[src/rtl/pipeline_memory_stage.sv]
// Memory stage of the 16-bit pipeline: services load/store on a req/ack data port,
// passes other instructions through, and presents one registered result per retire.
module pipeline_memory_stage #(
    parameter int          TIMEOUT   = 16,
    parameter logic [15:0] NOP_INSTR = 16'hF000
) (
    input  logic        clk,
    input  logic        reset_n,
    input  logic        execute_valid,
    output logic        execute_ready,
    input  logic [15:0] execute_instr,
    input  logic [15:0] execute_result,
    input  logic [15:0] execute_store_data,
    input  logic        execute_is_dependent,
    output logic        dmem_req,
    output logic        dmem_we,
    output logic [15:0] dmem_addr,
    output logic [15:0] dmem_wdata,
    input  logic [15:0] dmem_rdata,
    input  logic        dmem_ack,
    output logic        memory_done,
    output logic        memory_is_dependent,
    output logic [15:0] memory_result,
    output logic [15:0] memory_instr,
    output logic        mem_fault
);

    localparam int CW = (TIMEOUT > 1) ? $clog2(TIMEOUT) : 1;

    typedef enum logic {IDLE, ACCESS} state_t;

    state_t        state_q, state_d;
    logic          req_q, req_d;
    logic          we_q, we_d;
    logic [15:0]   addr_q, addr_d;
    logic [15:0]   wdata_q, wdata_d;
    logic [CW-1:0] cnt_q, cnt_d;
    logic [15:0]   instr_q, instr_d;
    logic          dep_q, dep_d;
    logic          done_q, done_d;
    logic          mdep_q, mdep_d;
    logic [15:0]   mres_q, mres_d;
    logic [15:0]   minstr_q, minstr_d;
    logic          fault_q, fault_d;
    logic          is_load, is_store;

    assign is_load       = (execute_instr[15:12] == 4'b1000);
    assign is_store      = (execute_instr[15:12] == 4'b1001);
    assign execute_ready = (state_q == IDLE);

    always_comb begin
        state_d  = state_q;
        req_d    = req_q;
        we_d     = we_q;
        addr_d   = addr_q;
        wdata_d  = wdata_q;
        cnt_d    = cnt_q;
        instr_d  = instr_q;
        dep_d    = dep_q;
        fault_d  = fault_q;
        // Result outputs default to a bubble so writeback never re-writes a held instruction.
        done_d   = 1'b0;
        mdep_d   = 1'b0;
        mres_d   = 16'h0000;
        minstr_d = NOP_INSTR;
        case (state_q)
            IDLE: begin
                if (execute_valid) begin
                    if (is_load || is_store) begin
                        state_d = ACCESS;
                        req_d   = 1'b1;
                        we_d    = is_store;
                        addr_d  = execute_result;
                        wdata_d = execute_store_data;
                        cnt_d   = '0;
                        instr_d = execute_instr;
                        dep_d   = execute_is_dependent;
                    end else begin
                        done_d   = 1'b1;
                        mres_d   = execute_result;
                        minstr_d = execute_instr;
                        mdep_d   = execute_is_dependent;
                    end
                end
            end
            ACCESS: begin
                if (dmem_ack || (cnt_q == CW'(TIMEOUT - 1))) begin
                    state_d  = IDLE;
                    req_d    = 1'b0;
                    done_d   = 1'b1;
                    minstr_d = instr_q;
                    mdep_d   = dep_q;
                    // Ack takes priority over a timeout landing in the same cycle.
                    if (dmem_ack) begin
                        mres_d = we_q ? addr_q : dmem_rdata;
                    end else begin
                        fault_d = 1'b1;
                    end
                end else begin
                    cnt_d = cnt_q + CW'(1);
                end
            end
            default: state_d = IDLE;
        endcase
    end

    always_ff @(posedge clk or negedge reset_n) begin
        if (!reset_n) begin
            state_q  <= IDLE;
            req_q    <= 1'b0;
            we_q     <= 1'b0;
            addr_q   <= 16'h0000;
            wdata_q  <= 16'h0000;
            cnt_q    <= '0;
            instr_q  <= NOP_INSTR;
            dep_q    <= 1'b0;
            done_q   <= 1'b0;
            mdep_q   <= 1'b0;
            mres_q   <= 16'h0000;
            minstr_q <= NOP_INSTR;
            fault_q  <= 1'b0;
        end else begin
            state_q  <= state_d;
            req_q    <= req_d;
            we_q     <= we_d;
            addr_q   <= addr_d;
            wdata_q  <= wdata_d;
            cnt_q    <= cnt_d;
            instr_q  <= instr_d;
            dep_q    <= dep_d;
            done_q   <= done_d;
            mdep_q   <= mdep_d;
            mres_q   <= mres_d;
            minstr_q <= minstr_d;
            fault_q  <= fault_d;
        end
    end

    assign dmem_req            = req_q;
    assign dmem_we             = we_q;
    assign dmem_addr           = addr_q;
    assign dmem_wdata          = wdata_q;
    assign memory_done         = done_q;
    assign memory_is_dependent = mdep_q;
    assign memory_result       = mres_q;
    assign memory_instr        = minstr_q;
    assign mem_fault           = fault_q;

endmodule
[config.mk]
export PLATFORM = sky130hd
export DESIGN_NAME = pipeline_memory_stage
export DESIGN_NICKNAME = d
export VERILOG_FILES = /design/src/rtl/pipeline_memory_stage.sv
export SDC_FILE = /design/constraint.sdc
export NUM_CORES = 1
export LEC_CHECK = 0
export CELL_PAD_IN_SITES_DETAIL_PLACEMENT = 0
export CELL_PAD_IN_SITES_GLOBAL_PLACEMENT = 1
export CORE_MARGIN = 5
export CORE_UTILIZATION = 31
export DETAILED_ROUTE_END_ITERATION = 7
export GPL_TIMING_DRIVEN = 0
export PLACE_DENSITY = 0.78
export SLEW_MARGIN = 20
export SYNTH_ARGS = -nofsm -noshare
export SYNTH_HDL_FRONTEND = slang
export SYNTH_SLANG_ARGS = --single-unit
[constraint.sdc]
create_clock -name clk -period 1.4 [get_ports clk]
set_input_delay 0.28 -clock clk [delete_from_list [all_inputs] [get_ports clk]]
set_output_delay 0.28 -clock clk [all_outputs]
set_load 0.05 [all_outputs]
# After elaboration in Yosys (flattened, before gate mapping)
# Cells that the tools add are included.
[word_totals]
ff_bits = 91
latchBits = 0
ramBits = 0
mem_bits_ro = 0
inputBits = 69
output_inout_bits = 70
word_cells = 59
mem_count = 0
[classes]
add_sub_neg = 1
mul = 0
n_div = 0
order_cmp = 0
eq_ne = 7
shift = 0
muxes = 30
bitwise = 2
n_reduce_logical = 6
[op_table]
columns = ["op", "count"]
rows = [
  ["$mux 16", 8],
  ["$pmux 16 s2", 2],
  ["$eq 4x4->1 const B", 3],
  ["$mux 1", 12],
  ["$mux 4", 3],
  ["$reduce_and 3->1", 4],
  ["$pmux 1 s2", 4],
  ["$pmux 4 s2", 1],
  ["$add 4x1->4 const B", 1],
  ["$ne 2x1->1 const B", 2],
  ["$ne 2x2->1 const B", 2],
  ["$logic_or 1x1->1", 2],
  ["$not 1->1", 2],
]

# Depth between registers and ports, before layout
# Gate-level depths: netlist of the first run.
[depth]
word_depth = 5
ltp_mapped = 7
ltp_nobuf = 5

# Worst setup path before layout of the first run
# Ideal clock, no wire load.
[synth_path]
path_kind = "register to register"
startpoint = "reg we_q, in the netlist dmem_we"
endpoint = "reg mres_q[10], in the netlist memory_result[10]"
setup_time_ns = 0.133
arrival_time_ns = 1.448
required_time_ns = 1.267
setup_slack_ns = -0.181
stages_incl_launch_ff = 5
path_buffers = 2
period_less_slack_ns = 1.581
cell_sequence = "dfrtp_1 > buf_2 > buf_2 > mux2i_1 > o21ai_0"
[synth_between]
elab_chain_cells = 4
[synth_lines]
columns = ["element", "line_no", "text"]
rows = [
  ["start: declaration", "34", "logic we_q, we_d;"],
  ["start signal: assignment", "125", "we_q <= we_d;"],
  ["$mux 16", "95", "mres_d = we_q ? addr_q : dmem_rdata;"],
  ["$mux 16", "94", "if (dmem_ack) begin"],
  ["$mux 16", "87", "if (dmem_ack || (cnt_q == CW'(TIMEOUT - 1))) begin"],
  ["$pmux 16 s2", "66", "case (state_q)"],
  ["named net mres_d[10]", "42", "logic [15:0] mres_q, mres_d;"],
  ["end signal: assignment", "133", "mres_q <= mres_d;"],
  ["end: declaration", "42", ""],
]
# The timed path passes the listed nets, and every way through them passes these cells.
# A chain may end at the register's enable or synchronous reset.

# Worst setup path in the final report of the first run
[layout_path]
startpoint = "reg cnt_q[1]"
endpoint = "reg minstr_q[5], in the netlist memory_instr[5]"
[layout_between]
elab_chain_cells = 4
[layout_lines]
columns = ["element", "line_no", "text"]
rows = [
  ["start: declaration", "37", "logic [CW-1:0] cnt_q, cnt_d;"],
  ["start signal: assignment", "128", "cnt_q <= cnt_d;"],
  ["$eq 4x4->1", "87", ""],
  ["$logic_or 1x1->1", "87", ""],
  ["$mux 16", "87", ""],
  ["$pmux 16 s2", "66", ""],
  ["named net minstr_d[5]", "43", "logic [15:0] minstr_q, minstr_d;"],
  ["end signal: assignment", "134", "minstr_q <= minstr_d;"],
  ["end: declaration", "43", ""],
]
# The timed path passes the listed nets, and every way through them passes these cells.

==> results of run 1 <==
-- how the worst max path moves through the flow --
stage / slack, ns / endpoint
after floorplan: 0.02 / cnt_q[2]
after global placement: -3.73 / dmem_we
after detailed placement: -0.60 / memory_result[8]
after CTS: -0.10 / execute_ready
after global routing: -0.11 / cnt_q[3]
final: -0.03 / memory_instr[5]
-- stage by stage --
step | hold slack, ns | setup WS [ns] | utilization, %
2_1_floorplan | -0.0156 | 0.0183 | -
3_3_place_gp | 0.466 | -3.73 | 45.6
3_5_place_dp | 0.175 | -0.595 | 45.9
4_1_cts | 0.361 | -0.100 | 50.1
5_1_grt | 0.368 | -0.113 | 51.0
6_report | 0.363 | -0.0272 | 51.0
-- registers in the layout, indices dropped and copies added, names as in the netlist, 4 cells and up --
register / cells
dmem_wdata: 16
memory_result: 16
instr_q: 16
cnt_q: 4
dmem_addr: 16
memory_instr: 16
-- metal layers --
metal	track usage, %	wire length (um)	vias up	share of wire [%]
met2	23.2	4850	85	50
met1	17.9	4280	1318	44
met5	0	0	-	0
met4	5.16	143	0	1.5
met3	3.70	504	14	5.2
li1	-	-	1223	-
-- power by group --
part	internal, mW	total (mW)	switching [mW]
Clock	1.62	2.59	0.968
Sequential	3.07	3.33	0.256
Combinational	1.10	2.76	1.66
Total	5.79	8.68	2.89
-- cell usage after synthesis, drive strengths merged --
master  count
o211ai      1
o22a        4
buf        12
a22o       13
a21oi       1
and2        2
a32o        1
o21bai      1
a31oi       1
inv         2
mux2       47
nor2        3
clkbuf      1
nor3b       1
nand2      25
mux2i      17
nand3       2
o21ai      17
dfstp       8
ha          1
a22oi       1
dfrtp      83
or3         1
nand2b      4
nor3        1
and2b       1
-- cell families after synthesis --
family,count (synthesis),share of synthesized area [%]
buffers and inverters,15,2.91
AND/OR/NAND/NOR,40,5.47
AO/OA/AOI/OAI,40,8.14
flip-flops,91,63.3
adder cells (fa/ha/maj),1,0.346
multiplexers,64,19.8
-- area by class of cell --
| cell class | instances | area [sq um] |
|---|---|---|
| Timing Repair Buffer | 159 | 1600 |
| Clock inverter | 2 | 60.1 |
| Buffer | 12 | 159 |
| Inverter | 2 | 11.3 |
| Fill cell | 1025 | 5590 |
| Sequential cell | 91 | 2290 |
| Tap cell | 143 | 179 |
| Clock buffer | 14 | 254 |
| Multi-Input combinational cell | 145 | 1270 |
-- timing repair --
item,CTS,global route
buffers inserted,8,9
resized for setup,242,34
gates cloned,1,1
setup endpoints to repair,151,79
hold endpoints to repair,22,0
hold buffers,1,0
pin swaps,5,7
==> impl_metrics.ini, run 1 <==
[cells_and_area]
nets = 490
areaGrowthSynthToFinish_pct = 61.3
drive_above_1_share_pct = 43.1
n_antenna_cell = 0
final_cells = 568
final_area_sq_mm = 0.00582
final_cell_mix = dfrtp_1, clkdlybuf4s50_1, clkdlybuf4s15_2
layout_commonest_cell = dfrtp_1

[worst_setup_path]
r2r_slack_ns = -0.03
crit_path_start = cnt_q[1]
critical-path-top-delay-family = flip-flops
end_kind = flip-flop
path_buf_inv = 2
worstPathRequired_ns = 1.61
cp_max_fo = 14
path_depth = 6
path_cells = ha_4 > a31oi_4 > buf_4 > nor2_4 > buf_12 > a22o_1
start_kind = flip-flop
timing.rr.start = cnt_q[1]
critPathArrivalTime_ns = 1.64
worstSetupPathType = reg2reg
max_stage_delay_ns = 0.41
cp_slowest_cell = dfrtp_1
r2r_end = memory_instr[5]
reg2reg_depth = 6

[grt]
grt_usage_pct = 14.1
grt_pass1_wl_um = 15700
grt_antenna_before_repair = 0
grt_pass1_vias = 2813
grt_max_degree = 64
grt_remaining_overflow = 0

[synthesis]
ys_seq_area_share_pct = 63.3
syn_nets = 321
synth_seq_cells = 91
syn-cell-area_sq_mm = 0.00361
yosys.area.top_type = dfrtp_1
yosysUniqueCellTypes = 30
netlist.area_leader.share_pct = 57.5
netlist_instances = 251
ys_top_cells_by_area = dfrtp_1, mux2_2, dfstp_2, mux2i_1, a22o_1
ys_warn_count = 0
syn_avg_cell_area_sq_um = 14.4

[die]
ios = 139
core_sq_mm = 0.0114
design.die.area_sq_mm = 0.0139
rows = 39
die_w_um = 118
die-height_um = 118
initial_utilization_pct = 31.6

[hold_path]
worstHoldPathType = in2reg
whs_endpoint = memory_instr[15]
hold_start = execute_instr[15]
whs_path_depth = 2

[run_status]
violations = setup timing
outcome = complete, but fails checks

[route]
drt_iter0_drc = 114
viasPerCell = 4.65
routedWlPerCell_um = 17.2
drtPass1Iterations = 7
drc_errors = 0
vias = 2640
ant_nets = 0
wirelength_um = 9780

[timing]
fmax_ghz = 0.701
tightest_slew_ns = 0.329
final.setup.worst_slack_ns = -0.0272
hold_violations = 0
fin_tns_setup_ns = -0.258
period_share_pct = 102
drv_slew = 0
clock-skew-final_ns = 0.00874
maxSlewHeadroom_pct = 78.1
finalSetupViolCount = 34
min_period_ns = 1.43
rsz0062_at_grt = true

[place]
dp_cells = 533
hpwl_um = 6740
placedInstanceArea_sq_mm = 0.00524
io_buffer_count = 138
gp_congestion = 0.746

[cts]
clkSlewWorstSetupHoldPaths_ns = 0.07
clock_latency_ns = 0.33
clockRootBuffer = clkbuf_16
cts_max_path_buffers = 2
clock-sinks = 91
cts_tree = yes
h-tree-depth = 3
numCtsBuffers = 9

[pwr]
finalPower_mw = 8.68
ir_drop_v = 0.000751
p_leak_nw = 2.59
p_per_area_mw_per_mm2 = 1490

[run]
cap_violations = 0
Note: power is estimated with default switching activity, not from simulation.
==> run 2, diff against run 1 <==
Settings changed: CORE_MARGIN 5 to 2, CTS_CLUSTER_DIAMETER set to 30.
==> impl_metrics.ini, run 2 (synthesized netlist as in run 1, its figures left out) <==
[cts]
clock-sinks = 91
numCtsBuffers = 9
clockRootBuffer = clkbuf_16
clkSlewWorstSetupHoldPaths_ns = 0.06
clock_latency_ns = 0.33
h-tree-depth = 3
cts_tree = yes
cts_max_path_buffers = 2

[die]
ios = 139
die-height_um = 112
core_sq_mm = 0.0114
rows = 39
design.die.area_sq_mm = 0.0125
die_w_um = 112
initial_utilization_pct = 31.8

[route]
drc_errors = 0
routedWlPerCell_um = 17.0
wirelength_um = 9830
ant_nets = 0
drtPass1Iterations = 5
drt_iter0_drc = 85
viasPerCell = 4.66
vias = 2691

[grt]
grt_antenna_before_repair = 0
grt_remaining_overflow = 0
grt_max_degree = 52
grt_usage_pct = 15.6
grt_pass1_wl_um = 15200
grt_pass1_vias = 2842

[timing]
maxSlewHeadroom_pct = 73.2
hold_violations = 0
final.setup.worst_slack_ns = -0.0695
fmax_ghz = 0.681
finalSetupViolCount = 35
period_share_pct = 105
min_period_ns = 1.47
rsz0062_at_grt = true
clock-skew-final_ns = 0.00583
drv_slew = 0
tightest_slew_ns = 0.403

[cells_and_area]
areaGrowthSynthToFinish_pct = 65.3
final_area_sq_mm = 0.00597
final_cells = 577
layout_commonest_cell = dfrtp_1
drive_above_1_share_pct = 44.9
n_antenna_cell = 0
final_cell_mix = dfrtp_1, clkdlybuf4s50_1, clkdlybuf4s15_2
nets = 499

[pwr]
p_switching_mw = 2.90
internal_power_mw = 5.73
pwr-share-clk_pct = 29.3
p_per_area_mw_per_mm2 = 1450
seqPwrFrac_pct = 38.7
ir_drop_v = 0.000815
switching_share_pct = 33.6
pwr-share-comb_pct = 32.0
p_leak_nw = 2.65

[worst_setup_path]
crit_path_start = cnt_q[1]
r2r_end = cnt_q[1]
critPathArrivalTime_ns = 1.69
start_kind = flip-flop
timing.rr.start = cnt_q[1]
path_cells = ha_4 > a31oi_4 > a22oi_2 > buf_4 > buf_6 > a32o_1
endpoint = cnt_q[1]
max_stage_delay_ns = 0.42
worstPathRequired_ns = 1.62
end_kind = flip-flop
r2r_slack_ns = -0.07
reg2reg_depth = 6
worstSetupPathType = reg2reg
cp_slowest_cell = dfrtp_1
cp_max_fo = 4

[place]
dp_cells = 533
place_ws_ns = -0.547
placedInstanceArea_sq_mm = 0.00524
gp_congestion = 0.726
io_buffer_count = 138
hpwl_um = 6410

[hold_path]
worstHoldPathType = in2reg

[run_status]
violations = setup timing
outcome = complete, but fails checks

[run]
cap_violations = 0
run 2: cell type report:
type                            count  area (sq um)
Timing Repair Buffer              166          1720
Tap cell                          143           179
Clock buffer                       11           233
Inverter                            2          11.3
Sequential cell                    91          2290
Multi-Input combinational cell    146          1290
Clock inverter                      5          77.6
Buffer                             13           169
Fill cell                        1016          5400
run 2: layer usage:
layer	global-route usage [%]	routed length, um	vias to the layer above
met1	19.6	4090	1359
met5	0	0	-
met2	26.6	5120	79
met3	4.30	506	9
met4	4.20	112	0
li1	-	-	1244
run 2: power by group through the flow:
stage | registers, mW | logic (mW) | clock network (mW)
2_1_floorplan | 4.42 | 0.648 | 0
3_3_place_gp | 3.36 | 2.71 | 0
4_1_cts | 3.34 | 2.74 | 2.60
3_5_place_dp | 3.39 | 2.75 | 0
6_report | 3.34 | 2.76 | 2.53
5_1_grt | 3.40 | 2.91 | 2.72
run 2: timing repair:
action,CTS,global route
endpoints found under the hold margin,34,0
pin swaps,7,5
buffers inserted,11,9
gates resized for setup,245,33
cloned,3,5
hold buffers,1,0
setup endpoints to repair,151,74
run 2: how the worst min path moves through the flow:
stage,from,to,slack (ns),cells past startpoint
after floorplan,reset_n,cnt_q[0],-0.02,0
after global placement,mem_fault,mem_fault,0.47,1
after detailed placement,reset_n,dmem_addr[8],0.22,1
after CTS,execute_instr[15],memory_instr[15],0.34,2
after global routing,execute_instr[15],memory_instr[15],0.35,2
final,execute_instr[15],memory_instr[15],0.35,2
run 2: worst max-delay path: cells and delay by family (launching register included):
| family | cells | cell delay, ns |
|---|---|---|
| AO/OA/AOI/OAI | 3 | 0.48 |
| flip-flops | 1 | 0.42 |
| buffers and inverters | 2 | 0.26 |
| adder cells (fa/ha/maj) | 1 | 0.19 |
run 2: through the flow:
step	hold WS [ns]	power (mW)	setup TNS [ns]	utilization, %
after global placement	0.467	6.07	-333.15	45.8
after global routing	0.349	9.03	-3.28	52.5
final	0.345	8.63	-0.596	52.5
after floorplan	-0.0156	5.06	0	-
after CTS	0.340	8.67	-0.261	51.0
after detailed placement	0.217	6.13	-38.63	46.1
